--- src/rtl/color_wheel_monitor.sv ---
// Receive-side checker for the RGB colour wheel: synchronise, glitch-filter, decode, track sequence and dwell.
// Optional reverse-direction locking is enabled by defining COLOR_WHEEL_MONITOR_REVERSE_EN.
module color_wheel_monitor #(
    parameter int unsigned BLINK_INTERVAL = 2000000,
    parameter int unsigned TOLERANCE      = 1024,
    parameter int unsigned STABLE_CYCLES  = 4
) (
    input  logic        clk,
    input  logic        reset,
    input  logic        red,
    input  logic        green,
    input  logic        blue,
    output logic [2:0]  color,
    output logic        color_valid,
    output logic        locked,
    output logic        step,
    output logic        seq_error,
    output logic        timing_error,
    output logic        reverse,
    output logic [15:0] step_count
);

    localparam int unsigned DW = $clog2(BLINK_INTERVAL + TOLERANCE + 1) + 1;
    localparam int unsigned CW = $clog2(STABLE_CYCLES + 1);
    localparam logic [DW-1:0] DWELL_LO    = DW'((BLINK_INTERVAL > TOLERANCE) ? (BLINK_INTERVAL - TOLERANCE) : 0);
    localparam logic [DW-1:0] DWELL_HI    = DW'(BLINK_INTERVAL + TOLERANCE);
    localparam logic [DW-1:0] DWELL_STALL = DW'(BLINK_INTERVAL + TOLERANCE + 1);
    localparam logic [CW-1:0] RUN_FULL    = CW'(STABLE_CYCLES);

    typedef enum logic [1:0] {
        ST_UNLOCKED,
        ST_ACQUIRE,
        ST_LOCKED
    } state_t;

    // Wheel position index 0..5 (RED..MAGENTA); 7 marks an illegal RGB pattern.
    function automatic logic [2:0] rgb_to_idx(input logic [2:0] v);
        case (v)
            3'b100:  return 3'd0;
            3'b110:  return 3'd1;
            3'b010:  return 3'd2;
            3'b011:  return 3'd3;
            3'b001:  return 3'd4;
            3'b101:  return 3'd5;
            default: return 3'd7;
        endcase
    endfunction

    function automatic logic [2:0] idx_to_code(input logic [2:0] idx);
        case (idx)
            3'd0:    return 3'b000;
            3'd1:    return 3'b001;
            3'd2:    return 3'b011;
            3'd3:    return 3'b111;
            3'd4:    return 3'b110;
            default: return 3'b100;
        endcase
    endfunction

    logic [2:0]    r_sync1, r_sync2, r_cand, r_acc;
    logic [CW-1:0] r_run, w_run;
    logic          r_chg;

    always_comb begin
        if (r_sync2 != r_cand)
            w_run = CW'(1);
        else if (r_run == RUN_FULL)
            w_run = RUN_FULL;
        else
            w_run = r_run + CW'(1);
    end

    always_ff @(posedge clk) begin
        if (reset) begin
            r_sync1 <= '0;
            r_sync2 <= '0;
            r_cand  <= '0;
            r_run   <= '0;
            r_acc   <= '0;
            r_chg   <= 1'b0;
        end else begin
            r_sync1 <= {red, green, blue};
            r_sync2 <= r_sync1;
            r_cand  <= r_sync2;
            r_run   <= w_run;
            r_chg   <= 1'b0;
            if (w_run == RUN_FULL && r_sync2 != r_acc) begin
                r_acc <= r_sync2;
                r_chg <= 1'b1;
            end
        end
    end

    state_t        r_state, w_state;
    logic [2:0]    r_idx, w_idx, r_color, w_color;
    logic          r_valid, w_valid, r_locked, w_locked, r_reverse, w_reverse;
    logic          r_step, w_step, r_seq_err, w_seq_err, r_tim_err, w_tim_err;
    logic [15:0]   r_step_count, w_step_count;
    logic [DW-1:0] r_dwell, w_dwell;
    logic [2:0]    w_new_idx, w_succ, w_pred;
    logic          w_legal, w_is_succ, w_is_pred, w_dir_ok;

    assign w_new_idx = rgb_to_idx(r_acc);
    assign w_legal   = (w_new_idx != 3'd7);
    assign w_succ    = (r_idx == 3'd5) ? 3'd0 : r_idx + 3'd1;
    assign w_pred    = (r_idx == 3'd0) ? 3'd5 : r_idx - 3'd1;
    assign w_is_succ = w_legal && (w_new_idx == w_succ);
    assign w_is_pred = w_legal && (w_new_idx == w_pred);
    assign w_dir_ok  = r_reverse ? w_is_pred : w_is_succ;
    assign w_dwell   = r_chg ? DW'(1) : ((r_dwell == '1) ? r_dwell : r_dwell + DW'(1));

    always_comb begin
        w_state      = r_state;
        w_idx        = r_idx;
        w_color      = r_color;
        w_valid      = r_valid;
        w_locked     = r_locked;
        w_reverse    = r_reverse;
        w_step_count = r_step_count;
        w_step       = 1'b0;
        w_seq_err    = 1'b0;
        w_tim_err    = 1'b0;
        if (r_chg) begin
            if (w_legal) begin
                w_idx   = w_new_idx;
                w_color = idx_to_code(w_new_idx);
                w_valid = 1'b1;
            end else begin
                w_valid = 1'b0;
            end
            case (r_state)
                ST_UNLOCKED: begin
                    if (w_legal) w_state = ST_ACQUIRE;
                    else         w_seq_err = 1'b1;
                end
                ST_ACQUIRE: begin
                    if (w_is_succ) begin
                        w_state   = ST_LOCKED;
                        w_locked  = 1'b1;
                        w_reverse = 1'b0;
                    end
`ifdef COLOR_WHEEL_MONITOR_REVERSE_EN
                    else if (w_is_pred) begin
                        w_state   = ST_LOCKED;
                        w_locked  = 1'b1;
                        w_reverse = 1'b1;
                    end
`endif
                    else begin
                        w_seq_err = 1'b1;
                        if (!w_legal) w_state = ST_UNLOCKED;
                    end
                end
                ST_LOCKED: begin
                    if (w_dir_ok) begin
                        if (r_dwell < DWELL_LO) begin
                            w_tim_err = 1'b1;
                        end else if (r_dwell > DWELL_HI) begin
                            w_tim_err = 1'b1;
                            w_state   = ST_ACQUIRE;
                            w_locked  = 1'b0;
                            w_reverse = 1'b0;
                        end else begin
                            w_step       = 1'b1;
                            w_step_count = r_step_count + 16'd1;
                        end
                    end else begin
                        w_seq_err = 1'b1;
                        w_locked  = 1'b0;
                        w_reverse = 1'b0;
                        w_state   = w_legal ? ST_ACQUIRE : ST_UNLOCKED;
                    end
                end
                default: w_state = ST_UNLOCKED;
            endcase
        end else if (r_state == ST_LOCKED && r_dwell >= DWELL_STALL) begin
            // Stall fires once: dropping to ACQUIRE stops further dwell checks.
            w_tim_err = 1'b1;
            w_state   = ST_ACQUIRE;
            w_locked  = 1'b0;
            w_reverse = 1'b0;
        end
    end

    always_ff @(posedge clk) begin
        if (reset) begin
            r_state      <= ST_UNLOCKED;
            r_idx        <= '0;
            r_color      <= '0;
            r_valid      <= 1'b0;
            r_locked     <= 1'b0;
            r_reverse    <= 1'b0;
            r_step_count <= '0;
            r_step       <= 1'b0;
            r_seq_err    <= 1'b0;
            r_tim_err    <= 1'b0;
            r_dwell      <= '0;
        end else begin
            r_state      <= w_state;
            r_idx        <= w_idx;
            r_color      <= w_color;
            r_valid      <= w_valid;
            r_locked     <= w_locked;
            r_reverse    <= w_reverse;
            r_step_count <= w_step_count;
            r_step       <= w_step;
            r_seq_err    <= w_seq_err;
            r_tim_err    <= w_tim_err;
            r_dwell      <= w_dwell;
        end
    end

    assign color        = r_color;
    assign color_valid  = r_valid;
    assign locked       = r_locked;
    assign step         = r_step;
    assign seq_error    = r_seq_err;
    assign timing_error = r_tim_err;
    assign reverse      = r_reverse;
    assign step_count   = r_step_count;

endmodule
--- config.mk ---
export PLATFORM = sky130hd
export DESIGN_NAME = color_wheel_monitor
export DESIGN_NICKNAME = d
export VERILOG_FILES = /design/src/rtl/color_wheel_monitor.sv
export SDC_FILE = /design/constraint.sdc
export NUM_CORES = 1
export LEC_CHECK = 0
export ABC_CLOCK_PERIOD_IN_PS = 4650
export CAP_MARGIN = 10
export CORE_UTILIZATION = 55
export DETAILED_ROUTE_END_ITERATION = 12
export PLACE_DENSITY = 0.74
export SLEW_MARGIN = 5
export SYNTH_ARGS = -nofsm -noshare
export SYNTH_HDL_FRONTEND = slang
export SYNTH_SLANG_ARGS = --single-unit
--- constraint.sdc ---
create_clock -name clk -period 4.65 [get_ports clk]
set_input_delay 0.93 -clock clk [delete_from_list [all_inputs] [get_ports clk]]
set_output_delay 0.93 -clock clk [all_outputs]
set_load 0.01 [all_outputs]
# Word level (Yosys, flattened, before mapping)
# Cells that the tools add are included.
dict set report word_totals {
  ff_bits 68
  in_bits 5
  wordCells 116
}
dict set report classes {
  n_reduce_logical 15
  addsub 5
  bitwise_logic 5
  mux 42
  n_lt_le_gt_ge 3
  n_eq_ne 28
}
# op count
set op_table {}
lappend op_table {{$mux W1} 24}
lappend op_table {{$add A22 B1 Y22 const B} 1}
lappend op_table {{$eq A22 B22 Y1 const B} 1}
lappend op_table {{$ge A22 B21 Y1 const B} 1}
lappend op_table {{$gt A22 B21 Y1 const B} 1}
lappend op_table {{$lt A22 B21 Y1 const B} 1}
lappend op_table {{$eq A3 B3 Y1 const B} 7}
lappend op_table {{$pmux W3 S6} 1}
lappend op_table {{$add A16 B1 Y16 const B} 1}
lappend op_table {{$mux W2} 8}
lappend op_table {{$pmux W3 S5} 1}
lappend op_table {{$reduce_and A5 Y1} 3}
lappend op_table {{$eq A3 B2 Y1 const B} 4}
lappend op_table {{$mux W3} 4}
lappend op_table {{$ne A4 B4 Y1 const B} 3}
lappend op_table {{$ne A3 B3 Y1 const B} 3}
lappend op_table {{$add A3 B1 Y3 const B} 2}
lappend op_table {{$eq A3 B1 Y1 const B} 2}
lappend op_table {{$eq A3 B3 Y1} 2}
lappend op_table {{$logic_not A3 Y1} 2}
lappend op_table {{$ne A3 B3 Y1} 2}
lappend op_table {{$pmux W2 S3} 1}
lappend op_table {{$not A1 Y1} 5}
lappend op_table {{$reduce_or A5 Y1} 1}
lappend op_table {{other kinds (12)} 17}

# Depth between registers and ports, before layout
dict set report depth {
  word_depth 8
  ltp_mapped 9
  depth_no_buf 9
}

# Worst setup path after synthesis
# OpenSTA, ideal clock, no wires.
dict set report synth_timing {
  path_kind {register to register}
  start {register r_dwell[3]}
  end {register r_step_count[13] (netlist: step_count[13])}
  synth_period_minus_slack_ns 2.368
  path_stages_with_launch 9
  setup_slack_ns 2.282
  setup_time_ns 0.071
  t_arrival_ns 2.298
  path_cell_list {dfxtp_1 or4_1 and4bb_1 a31oi_1 a221oi_2 nand4_1 buf_2 or3_1 a21oi_1}
}
dict set report synth_between {
  elab_chain_cells 3
}
# item line
set synth_lines {}
lappend synth_lines {{start, declared} 99} ;# logic [DW-1:0] r_dwell, w_dwell;
lappend synth_lines {{start signal, assigned} 209} ;# r_dwell <= w_dwell;
lappend synth_lines {{$gt A22 B21 Y1 or $lt A22 B21 Y1 (tied branches)} {158, 156}}
lappend synth_lines {{$not A1 Y1 (no source line)} -}
lappend synth_lines {{$reduce_and A5 Y1 (no source line) *} -}
lappend synth_lines {{end signal, assigned} 205} ;# r_step_count <= w_step_count;
lappend synth_lines {{end, declared} 98} ;# logic [15:0] r_step_count, w_step_count;
# Mark *: on every way between the ends. The rest lies on a longest branch, timed or not.
# A chain may end at the register's enable or synchronous reset.

# Worst setup path after layout
dict set report layout_timing {
  start {register r_acc[0]}
  end {register r_step_count[13] (netlist: step_count[13])}
}
dict set report layout_between {
  elab_chain_cells 6
}
# item line
set layout_lines {}
lappend layout_lines {{start, declared} 60} ;# logic [2:0] r_sync1, r_sync2, r_cand, r_acc;
lappend layout_lines {{start signal, assigned} 88} ;# r_acc <= r_sync2;
lappend layout_lines {{$eq A3 B3 Y1 (tied with other cells)} 38} ;# case (v)
lappend layout_lines {{$pmux W3 S6 *} 38}
lappend layout_lines {{$ne A3 B3 Y1 (tied with other cells)} 104} ;# assign w_legal = (w_new_idx != 3'd7);
lappend layout_lines {{$logic_and A1 B1 Y1, on equally long branches} {107, 108}}
lappend layout_lines {{$mux W1 *} 109} ;# assign w_dir_ok = r_reverse ? w_is_pred : w_is_succ;
lappend layout_lines {{$reduce_and A5 Y1 (no source line) *} -}
# Marks and branches as above.

==> results.txt <==
DRC: 0
Syn Inst Count: 409
Largest stage delay, worst path: 0.70 ns
GRT overflow: 0
initial antenna violation count: 0
critical path cell sequence: or3b_1, a211oi_1, o311ai_1, a221oi_2, buf_4, nand4_1, or3_1, a21oi_1
largest net degree at the start of global routing: 32
required time of the critical path: 4.91 ns
Core ar.: 0.00592 sq mm
syn_nets: 424
largest cells by area after synthesis: dfxtp_1 (40%), nor2_1 (5.4%), xor2_1 (5.4%), a21oi_1 (5.0%), ha_1 (3.7%)
Die Ht: 80.3 um
root buffer cell: clkbuf_8
# setup viols final: 0
Tmin final: 3.11 ns
Setup Skew: 0.0106 ns
Fin Setup TNS: 0 ns
Post-synth EDFFs: 0
Avg Cell Area, Syn: 8.25 sq um
Leak: 1.45 nW
postcts setup bufs: 0
first-pass GRT wire length: 11,200 um
vias in the first global route: 2,585
Total Routed Length: 6800 um
RSZ-0062 raised after global routing: no
Area growth syn-to-layout: 16.2%
Crit-path slowest cell: dfxtp_1
Synth Flop Type: dfxtp_1
HP Start: r_sync1[2]
fin crit share: 66.8%
post-synth top area cell: dfxtp_1
total power: 0.00125 W
fraction of layout instances using a drive strength above 1: 5.31%
initial core utilization: 57.0%
clock latency on the worst-skew pair: 0.34 ns
type of the worst min-delay path: flip-flop to flip-flop
Clock Path Buffers: 2
Tightest Pin Transition: 0.695 ns
largest fanout on the critical path: 19
Startpoint Class: flip-flop
Mapped Area: 0.00338 sq mm
GP Congestion: 0.833
RR Startpoint: r_acc[0]
drt initial violations: 170
post-synthesis register bit count: 67
per-cell routed wire length: 13.4 um
Vias/cell: 5.64
Slew Viols, Final: 0
post-synth cell types: 49
Worst setup startpoint: r_acc[0]
Ys Warns: 0
ANT nets after route: 0
number of max-cap violations: 0
relative slew slack: 53.1%
Crit. End Element: flip-flop
CTS buffer count: 9
FMAX: 0.322 GHz
top-count cell post-synth: dfxtp_1
status: finished clean
count of cells resized by post-cts repair: 0
num ports: 30
die area: 0.00646 sq mm
Synth top area share: 39.7%
TritonCTS clock tree: yes
diodes inserted: 0
IO Port Bufs: 28
standard-cell rows: 28
H-tree depth: 3
hpwl dp: 4560 um
register area share after synthesis: 39.7%
DR vias: 2,866
# clock sinks: 67
GR Util All Layers: 22.1%
first-pass iteration count of the detailed router: 5
list of most frequent post-synthesis cells: dfxtp_1 (67), nor2_1 (49), a21oi_1 (34)
critical setup path kind: flip-flop to flip-flop
worst vdd ir: 232 uV
worst endpoint data arrival time: 3.37 ns
Clock transition at path regs: 0.08 ns
Async S/R FF share, synth: 0%
Fill cells: 509
Power per Cell Area: 317 mW/mm^2
Hold Buf Count CTS: 0
Final Net Count: 443
Hold Fails Final Rpt: 0
die span in x: 80.3 um
-- path summary, 6_finish.rpt --
kind / to / cells after the start / slack, ns
worst max register to register: step_count[13] / 8 / 1.54
worst max-delay path: step_count[13] / 8 / 1.54
worst min register to register: r_sync2[2] / 1 / 0.44
worst min-delay path: r_sync2[2] / 1 / 0.44
-- metrics by stage --
| stage | utilization, % | hold slack [ns] | instance area [sq um] | std cells | setup slack, ns |
|---|---|---|---|---|---|
| 6_report | 66.3 | 0.437 | 3920 | 508 | 1.54 |
| 5_1_grt | 66.3 | 0.460 | 3920 | 508 | 1.22 |
| 4_1_cts | 66.3 | 0.441 | 3920 | 508 | 1.52 |
| 3_5_place_dp | 62.1 | 0.429 | 3670 | 492 | 1.57 |
| 3_3_place_gp | 62.1 | 0.421 | 3670 | 492 | 1.71 |
| 2_1_floorplan | - | 0.414 | 3380 | 409 | 2.28 |
-- cells by family after synthesis --
| kind of cell | after synthesis | synth area share [%] |
|---|---|---|
| AND/OR/NAND/NOR | 182 | 28.3 |
| AO/OA/AOI/OAI | 76 | 13.6 |
| flip-flops | 67 | 39.7 |
| buffers and inverters | 33 | 3.89 |
| XOR/XNOR | 31 | 8.04 |
| adder cells (fa/ha/maj) | 10 | 3.71 |
| multiplexers | 9 | 2.67 |
| other | 1 | 0.111 |
-- cells in the final DEF, fill, tap and decap left out, drive strengths merged, types with 9 or more instances in the layout --
| master | count |
|---|---|
| dfxtp | 67 |
| clkdlybuf4s50 | 28 |
| inv | 11 |
| nand4 | 12 |
| o21ai | 21 |
| xor2 | 21 |
| xnor2 | 10 |
| clkbuf | 10 |
| nor3 | 12 |
| nor2 | 49 |
| nand2 | 30 |
| mux2i | 9 |
| nand3 | 16 |
| a21oi | 34 |
| nor2b | 12 |
| or3 | 14 |
| ha | 10 |
-- layer usage --
metal | routed length, um | vias to the layer above | global-route usage (%)
met5 | 0 | - | 0
met2 | 3070 | 56 | 35.9
met4 | 63 | 0 | 8.93
li1 | - | 1468 | -
met3 | 301 | 12 | 4.20
met1 | 3370 | 1330 | 28.7
-- critical path, delay by kind of cell (launching register included) --
family,cells,cell delay [ns]
AOI/OAI and AO/OA,4,0.86
buffers and inverters,1,0.23
DFF,1,0.70
and+or+nand+nor,3,1.22
-- where the power goes --
part	internal, W	switching (W)	total [W]	leakage, nW
Clock	0.000372	0.000229	0.000601	0.123
Sequential	0.000584	0.0000133	0.000597	0.543
Combinational	0.0000226	0.0000252	0.0000479	0.784
Total	0.000978	0.000268	0.00125	1.45
-- final cells by class --
type	instances	area, sq um	area share, %
well taps	75	93.8	2.39
repair buffers	30	295	7.53
clock inverters	6	111	2.84
clock buffers	10	138	3.51
inverters	11	41.3	1.05
multi-input cells	309	1900	48.5
flip-flops and latches	67	1340	34.2
-- state kept, by name (all words and copies together) (netlist names) --
name / count
color: 3
color_valid: 1
locked: 1
r_acc: 3
r_cand: 3
r_chg: 1
r_dwell: 22
r_idx: 3
r_run: 3
r_state: 2
r_sync1: 3
r_sync2: 3
seq_error: 1
step: 1
step_count: 16
timing_error: 1
No activity file was read; power rests on OpenSTA's default activity.
